[src/rtl/if_id_queue.sv]
// Fetch-to-decode instruction buffer: DEPTH-entry circular FIFO of {pc, inst, except}
// with full and head-preserving flush. Optional same-cycle bypass: define IFID_BYPASS_EN.
module if_id_queue #(
  parameter int DEPTH = 4,
  parameter int EXC_W = 16
) (
  input  logic                     clk,
  input  logic                     rst_n,
  input  logic                     flush,
  input  logic                     keep_head,
  input  logic                     stall_id,
  input  logic                     if_valid,
  input  logic [31:0]              if_pc,
  input  logic [31:0]              if_inst,
  input  logic [EXC_W-1:0]         if_except,
  output logic                     if_ready,
  output logic                     id_valid,
  output logic [31:0]              id_pc,
  output logic [31:0]              id_inst,
  output logic [EXC_W-1:0]         id_except,
  output logic [$clog2(DEPTH):0]   occupancy
);

  localparam int PTR_W = $clog2(DEPTH);
  localparam int CNT_W = PTR_W + 1;
  localparam logic [CNT_W-1:0] FULL = CNT_W'(DEPTH);

  typedef struct packed {
    logic [31:0]      pc;
    logic [31:0]      inst;
    logic [EXC_W-1:0] except;
  } entry_t;

  entry_t             mem [DEPTH];
  logic [PTR_W-1:0]   rd_ptr, wr_ptr, rd_ptr_n, wr_ptr_n;
  logic [CNT_W-1:0]   count, count_n;
  logic               head_valid, head_pop, bypass, push;

  // Handshake: fetch transfers when if_valid && if_ready (and no flush); decode
  // consumes the head when id_valid && !stall_id. if_ready is registered-state only.
  assign if_ready   = rst_n && (count < FULL);
  assign head_valid = (count != '0);
  assign head_pop   = head_valid && !stall_id;
  assign occupancy  = count;

`ifdef IFID_BYPASS_EN
  assign bypass = rst_n && !head_valid && if_valid && !flush;
`else
  assign bypass = 1'b0;
`endif

  // A bypassed instruction that decode takes this cycle is never written.
  assign push     = if_valid && if_ready && !flush && !(bypass && !stall_id);
  assign id_valid = head_valid || bypass;

  always_comb begin
    id_pc     = '0;
    id_inst   = '0;
    id_except = '0;
    if (head_valid) begin
      id_pc     = mem[rd_ptr].pc;
      id_inst   = mem[rd_ptr].inst;
      id_except = mem[rd_ptr].except;
    end else if (bypass) begin
      id_pc     = if_pc;
      id_inst   = if_inst;
      id_except = if_except;
    end
  end

  always_comb begin
    rd_ptr_n = rd_ptr;
    wr_ptr_n = wr_ptr;
    count_n  = count;
    if (flush) begin
      if (keep_head && head_valid) begin
        // Only the head (delay slot) survives; new writes land right behind it.
        wr_ptr_n = rd_ptr + 1'b1;
        if (head_pop) begin
          rd_ptr_n = rd_ptr + 1'b1;
          count_n  = '0;
        end else begin
          count_n  = CNT_W'(1);
        end
      end else begin
        rd_ptr_n = '0;
        wr_ptr_n = '0;
        count_n  = '0;
      end
    end else begin
      if (push)     wr_ptr_n = wr_ptr + 1'b1;
      if (head_pop) rd_ptr_n = rd_ptr + 1'b1;
      case ({push, head_pop})
        2'b10:   count_n = count + CNT_W'(1);
        2'b01:   count_n = count - CNT_W'(1);
        default: count_n = count;
      endcase
    end
  end

  always_ff @(posedge clk or negedge rst_n) begin
    if (!rst_n) begin
      rd_ptr <= '0;
      wr_ptr <= '0;
      count  <= '0;
    end else begin
      rd_ptr <= rd_ptr_n;
      wr_ptr <= wr_ptr_n;
      count  <= count_n;
    end
  end

  // Storage is unreset; stale contents are hidden because outputs are gated by count.
  always_ff @(posedge clk) begin
    if (push) mem[wr_ptr] <= '{pc: if_pc, inst: if_inst, except: if_except};
  end

endmodule

[config.mk]
export PLATFORM = sky130hd
export DESIGN_NAME = if_id_queue
export DESIGN_NICKNAME = d
export VERILOG_FILES = /design/src/rtl/if_id_queue.sv
export SDC_FILE = /design/constraint.sdc
export NUM_CORES = 1
export LEC_CHECK = 0
export CAP_MARGIN = 30
export CORE_ASPECT_RATIO = 0.6
export CORE_MARGIN = 5
export CORE_UTILIZATION = 55
export CTS_CLUSTER_DIAMETER = 30
export DETAILED_ROUTE_END_ITERATION = 10
export GPL_ROUTABILITY_DRIVEN = 0
export PLACE_DENSITY_LB_ADDON = 0.12
export SLEW_MARGIN = 20
export SYNTH_ARGS = -nofsm -noshare
export SYNTH_HDL_FRONTEND = slang
export SYNTH_SLANG_ARGS = --single-unit
[constraint.sdc]
create_clock -name clk -period 4.6 [get_ports clk]
set_input_delay 0.69 -clock clk [delete_from_list [all_inputs] [get_ports clk]]
set_output_delay 0.69 -clock clk [all_outputs]
set_load 0.05 [all_outputs]
==> results.yml, run 1 <==
sta:
  maxSlewHeadroom: 0.498
  setup_viol: 0
  clock.fmax_mhz: 258
  min_period_ns: 3.87
  slew_viol_final: 0
  skew_ns: 0.0136
  fin_crit_sh: 0.841
  max_slew.worst_pin.slew_ns: 0.754
  hold_violations: 0
  setup_tns_ns: 0
  rsz0062_at_grt: "false"
cells_and_area:
  synthToLayoutAreaGrowth_pct: 28.1
  num-fill-cells: 1408
  fin_nets: 856
  drive_gt1_frac: 0.215
  fin_util: 0.708
  num_antenna_cells: 0
die:
  rows: 43
  dieArea_mm2: 0.0262
  floorplan.die.height_um: 127
  ioPinCount: 171
  core_mm2: 0.0229
  dieWidth_um: 206
  start_util: 0.553
cts:
  post_cts_buffers: 0
  cts-htree-levels: 2
  cts_buffers: 42
  cts.clk_slew.worst_paths_ns: 0.06
  cts_tree: "yes"
  cts.sinks: 327
  cts_hold_buf: 0
  root_buffer: "clkbuf_16"
  cts_resized: 0
  clk_path_buf_depth: 3
  clk_latency_ns: 0.52
critical_path:
  worstPathCellList: "buf_4 > mux4_2 > and2_1 > clkdlybuf4s50_1"
  rr_worst_depth: 3
  end_kind: "output port"
  r2r_slack_ns: 2.24
  cpMaxStageDelayCell: "dfrtp_4"
  crit_type: "reg -> out"
  crit_fanout: 23
  startpoint: "rd_ptr[0]"
  required_ns: 3.91
  cp_data_arrival_time_ns: 3.18
  timing.rr.end: "mem[1][25]"
  cpPeakStageDelay_ns: 0.75
  critPathLaunchType: "register"
  r2r_start: "occupancy[2]"
drt:
  vias_per_cell: 5.52
  vias: 6154
  routed_wl_um: 24800
  drc: 0
  ant_nets: 0
  first_pass_iters: 4
  drt_first_iter_violations: 359
  wl_per_cell_um: 22.3
worst_hold_path:
  hold_class: "in -> async"
synth:
  synth.area.top_cells: "edfxtp_1, mux4_2, and2_1"
  ys_types: 33
  yosysSeqAreaShare: 0.774
  synthArstFlopShare: 0.0214
  syn-num-nets: 661
  synth_edf_count: 320
  syn_area_per_cell_um2: 22.2
  ys.flop_type: "edfxtp_1"
  synthesis.area_mm2: 0.0126
  synth_top_area_cell: "edfxtp_1"
  yosys.area.top_type_share: 0.761
  ys_ff_latch: 327
  yosysWarnings: 0
  synthCells: 570
global_routing:
  grt-ovfl-total: 0
  grt_pass1_wl_um: 38900
  grt_pass1_vias: 6709
  grt_max_degree: 45
  antenna_found_initial: 1
  grt_use_total: 0.196
power_and_ir_drop:
  clkPwrFrac: 0.351
  switching_power_uw: 2860
  p_comb_frac: 0.272
  switching_share: 0.309
  p_leak_uw: 0.00518
  ir_worst_vdd_v: 0.000355
  power_density_mw_per_mm2: 572
  p_int_uw: 6390
  seqPwrFrac: 0.377
  power.total_uw: 9260
flow_run:
  drv_cap: 0
outcome:
  status: "complete, no violations"
placed_design:
  dp_hpwl_um: 14700
  numPortBuffers: 170
-- how the worst max path moves through the flow --
stage	endpoint	slack [ns]	cells after the start
detailed placement	id_except[3]	1.22	4
floorplan	mem[0][0]	1.10	3
global placement	id_inst[30]	1.25	4
finish	id_except[3]	0.73	4
global route	id_except[3]	0.56	4
CTS	id_except[3]	0.66	4
-- final cells by class --
| type | count | area (um2) | share of cell area |
|---|---|---|---|
| multi-input cells | 209 | 2680 | 0.165 |
| flip-flops and latches | 327 | 9790 | 0.605 |
| clock buffers | 48 | 1140 | 0.0703 |
| clock inverters | 30 | 300 | 0.0186 |
| well taps | 315 | 394 | 0.0243 |
| repair buffers | 181 | 1870 | 0.116 |
| inverters | 4 | 15.0 | 0.000928 |
-- placed cells by master (no fill, tap or decap), drive strengths merged --
master,Yosys,routed
a211oi,1,1
a21o,1,1
a21oi,3,3
a31oi,2,2
and2,80,80
and3,6,6
and3b,1,1
buf,18,11
bufinv,0,3
clkbuf,12,48
clkdlybuf4s50,0,170
clkinv,0,14
clkinvlp,0,5
dfrtp,7,7
edfxtp,320,320
fa,1,1
ha,4,4
inv,4,12
mux4,80,80
nand2,3,3
nand3,2,2
nand3b,1,1
nand4b,1,1
nor2,4,4
nor2b,2,2
nor3,3,3
nor3b,1,1
o211ai,2,2
o21ai,2,2
o21bai,1,1
o22ai,2,2
o31ai,1,1
xnor2,4,4
xor2,1,1
-- power groups by stage --
stage | Clock, uW | Combinational [uW] | Sequential [uW]
floorplan | 0 | 1800 | 3500
global placement | 0 | 2540 | 3540
detailed placement | 0 | 2550 | 3550
CTS | 3320 | 2570 | 3490
global route | 3470 | 2670 | 3500
finish | 3250 | 2520 | 3490
-- cells in the mapped netlist (2+ instances only) --
| cell | instances |
|---|---|
| and3_1 | 6 |
| xnor2_1 | 4 |
| mux4_2 | 80 |
| a21oi_1 | 3 |
| edfxtp_1 | 320 |
| nor2_1 | 4 |
| clkbuf_1 | 12 |
| buf_6 | 7 |
| o211ai_1 | 2 |
| a31oi_1 | 2 |
| nor3_1 | 2 |
| nand2_1 | 3 |
| o21ai_0 | 2 |
| buf_2 | 11 |
| dfrtp_1 | 7 |
| ha_1 | 4 |
| nand3_1 | 2 |
| inv_1 | 3 |
| o22ai_1 | 2 |
| and2_1 | 80 |
| nor2b_1 | 2 |
-- kinds of logic after synthesis --
| kind of cell | Yosys count | synth area share |
|---|---|---|
| buffers and inverters | 34 | 0.0153 |
| muxes | 80 | 0.143 |
| AOI/OAI and AO/OA | 15 | 0.00753 |
| DFF | 327 | 0.774 |
| adders and majority gates | 5 | 0.00555 |
| and+or+nand+nor | 104 | 0.0511 |
| xor gates and xnor gates | 5 | 0.00347 |
-- through the flow --
stage                     instance area, um2  setup slack, ns  hold WS (ns)  std cells
after floorplan                        12600             1.10         0.394        570
after global placement                 14700             1.25         0.689       1036
after CTS                              16200            0.655         0.458       1114
after global routing                   16200            0.556         0.498       1114
after detailed placement               14700             1.22         0.719       1036
final                                  16200            0.731         0.478       1114
-- state kept, by name (all words and copies together), names as in the netlist --
register and cells:
mem 320, occupancy 3, rd_ptr 2, wr_ptr 2
-- metal layers --
metal  track usage  part of all wire  vias up
li1              -                 -     2724
met1         0.290              0.45     3189
met2         0.298              0.47      207
met3        0.0550             0.073       32
met4        0.0445             0.014        2
met5             0           0.00052        -
-- worst max-delay path: cells and delay by family, from the launching register on --
family | cells | cell delay [ns]
flops | 1 | 0.75
mux | 1 | 0.56
simple gates | 1 | 0.18
buf+inv | 2 | 1.15
Power figures use the tool's default switching activity.
==> run 2, diff against run 1 <==
--- a/config.mk
+++ b/config.mk
@@ -8,7 +8,7 @@
 export CAP_MARGIN = 30
 export CORE_ASPECT_RATIO = 0.6
 export CORE_MARGIN = 5
-export CORE_UTILIZATION = 55
+export CORE_UTILIZATION = 49
 export CTS_CLUSTER_DIAMETER = 30
 export DETAILED_ROUTE_END_ITERATION = 10
 export GPL_ROUTABILITY_DRIVEN = 0
==> constraint.sdc (replaced) <==
create_clock -name clk -period 3.1 [get_ports clk]
set_input_delay 0.465 -clock clk [delete_from_list [all_inputs] [get_ports clk]]
set_output_delay 0.465 -clock clk [all_outputs]
set_load 0.05 [all_outputs]
==> run 2 against run 1 <==
Effect of this change: critical endpoint is now id_inst[0]; global-route usage decreased by 1.8 points; combinational power increased by 64%; first-iteration DRC count grew 30%; largest cell class unchanged; clock power increased by 73%.
==> results.yml, run 2 (same netlist as run 1, synthesis figures left out) <==
critical_path:
  cp_data_arrival_time_ns: 2.40
  cpMaxStageDelayCell: "mux4_2"
  critPathLaunchType: "register"
  end_kind: "output port"
  crit_fanout: 13
  cpPeakStageDelay_ns: 0.59
  required_ns: 2.63
  crit_type: "reg -> out"
  worstPathCellList: "buf_4 > mux4_2 > and2_1 > buf_4"
  cpMostUsedCell: "buf_4"
die:
  floorplan.die.height_um: 134
  ioPinCount: 171
  start_util: 0.499
  core_mm2: 0.0253
  dieArea_mm2: 0.0292
  rows: 45
  dieWidth_um: 217
cts:
  root_buffer: "clkbuf_16"
  cts-htree-levels: 2
  cts_hold_buf: 0
  cts.sinks: 327
  cts_resized: 0
  clk_latency_ns: 0.53
  cts_tree: "yes"
  cts_buffers: 47
  post_cts_buffers: 0
  clk_path_buf_depth: 3
  cts.clk_slew.worst_paths_ns: 0.05
cells_and_area:
  fin_nets: 866
  final_common_cell: "edfxtp_1"
  largest_register_ffs: 320
  fin_util: 0.662
  final_cell_mix: "edfxtp_1, clkdlybuf4s50_1, mux4_2, and2_1, buf_4"
  drive_gt1_frac: 0.335
  largest-register: "mem"
  finalInstanceArea_mm2: 0.0168
  num_antenna_cells: 0
  num-fill-cells: 1665
  synthToLayoutAreaGrowth_pct: 32.7
global_routing:
  grt_pass1_wl_um: 39700
  grt_use_total: 0.178
  grt_pass1_vias: 6666
  antenna_found_initial: 2
  grt-ovfl-total: 0
  grt_max_degree: 58
sta:
  hold_violations: 0
  skew_ns: 0.0104
  max_slew.worst_pin.slew_ns: 0.531
  rsz0062_at_grt: "false"
  clock.fmax_mhz: 350
  setup_ws_ns: 0.239
  setup_viol: 0
  maxSlewHeadroom: 0.646
  min_period_ns: 2.86
  fin_crit_sh: 0.923
  slew_viol_final: 0
  setup_tns_ns: 0
drt:
  vias_per_cell: 5.39
  vias: 6161
  ant_nets: 0
  drt_first_iter_violations: 466
  drc: 0
  wl_per_cell_um: 22.2
  routed_wl_um: 25300
  first_pass_iters: 4
placed_design:
  detailed_place.area_mm2: 0.0151
  dp_hpwl_um: 15500
  pre_cts_slack_ns: 0.647
  numPortBuffers: 170
worst_hold_path:
  hold_class: "in -> async"
power_and_ir_drop:
  power.total_uw: 14900
  p_leak_uw: 0.00560
  power_density_mw_per_mm2: 886
  ir_worst_vdd_v: 0.000480
flow_run:
  drv_cap: 0
outcome:
  status: "complete, no violations"
## run 2: cell count changes in the layout (fill, tap and decap cells not counted), sizes merged
cell and delta:
buf +87, bufinv +5, clkbuf +1, clkdlybuf4s50 -82, clkinv -3, clkinvlp +1
inv +5
## run 2: where the power goes
part / internal, uW / leakage (uW) / total (uW) / switching, uW
combinational: 1760 / 0.00180 / 4130 / 2370
clock: 3610 / 0.000820 / 5610 / 2000
sequential: 5020 / 0.00298 / 5110 / 88.8
total: 10400 / 0.00560 / 14900 / 4460
## run 2: routing by layer
layer / track usage / part of all wire / vias up
met3: 0.0528 / 0.068 / 27
met1: 0.254 / 0.44 / 3216
met4: 0.0421 / 0.010 / 4
met2: 0.275 / 0.48 / 158
met5: 0 / 0.0011 / -
li1: - / - / 2756
## run 2: worst paths after layout
| check | slack [ns] | endpoint | depth (start not counted) | startpoint |
|---|---|---|---|---|
| worst max register to register | 1.09 | occupancy[1] | 5 | occupancy[2] |
| worst max-delay path | 0.24 | id_inst[0] | 4 | rd_ptr[0] |
| max in group asynchronous | 2.62 | rd_ptr[1] | 2 | rst_n |
| worst min register to register | 0.74 | occupancy[2] | 2 | occupancy[2] |
| worst min-delay path | 0.32 | wr_ptr[0] | 2 | rst_n |
| min in group clk | 0.56 | mem[0][50] | 1 | if_pc[2] |
## run 2: layout make-up
type | count | area (um2) | area share
inverter | 4 | 15.0 | 0.000896
clock inverter | 38 | 478 | 0.0285
sequential | 327 | 9790 | 0.584
timing repair buffer | 186 | 2170 | 0.129
multi-input combinational | 209 | 2680 | 0.160
clock buffer | 49 | 1230 | 0.0731
tap | 329 | 412 | 0.0246
## run 2: critical path, delay by kind of cell, from the launching register on
kind / cells / cell delay [ns]
muxes: 1 / 0.59
DFF: 1 / 0.57
buffers and inverters: 2 / 0.50
and+or+nand+nor: 1 / 0.19
## run 2: stage by stage
step,cells,hold slack [ns]
after floorplan,570,0.169
after global placement,1055,0.724
after detailed placement,1055,0.725
after CTS,1142,0.296
after global routing,1142,0.308
final,1142,0.317
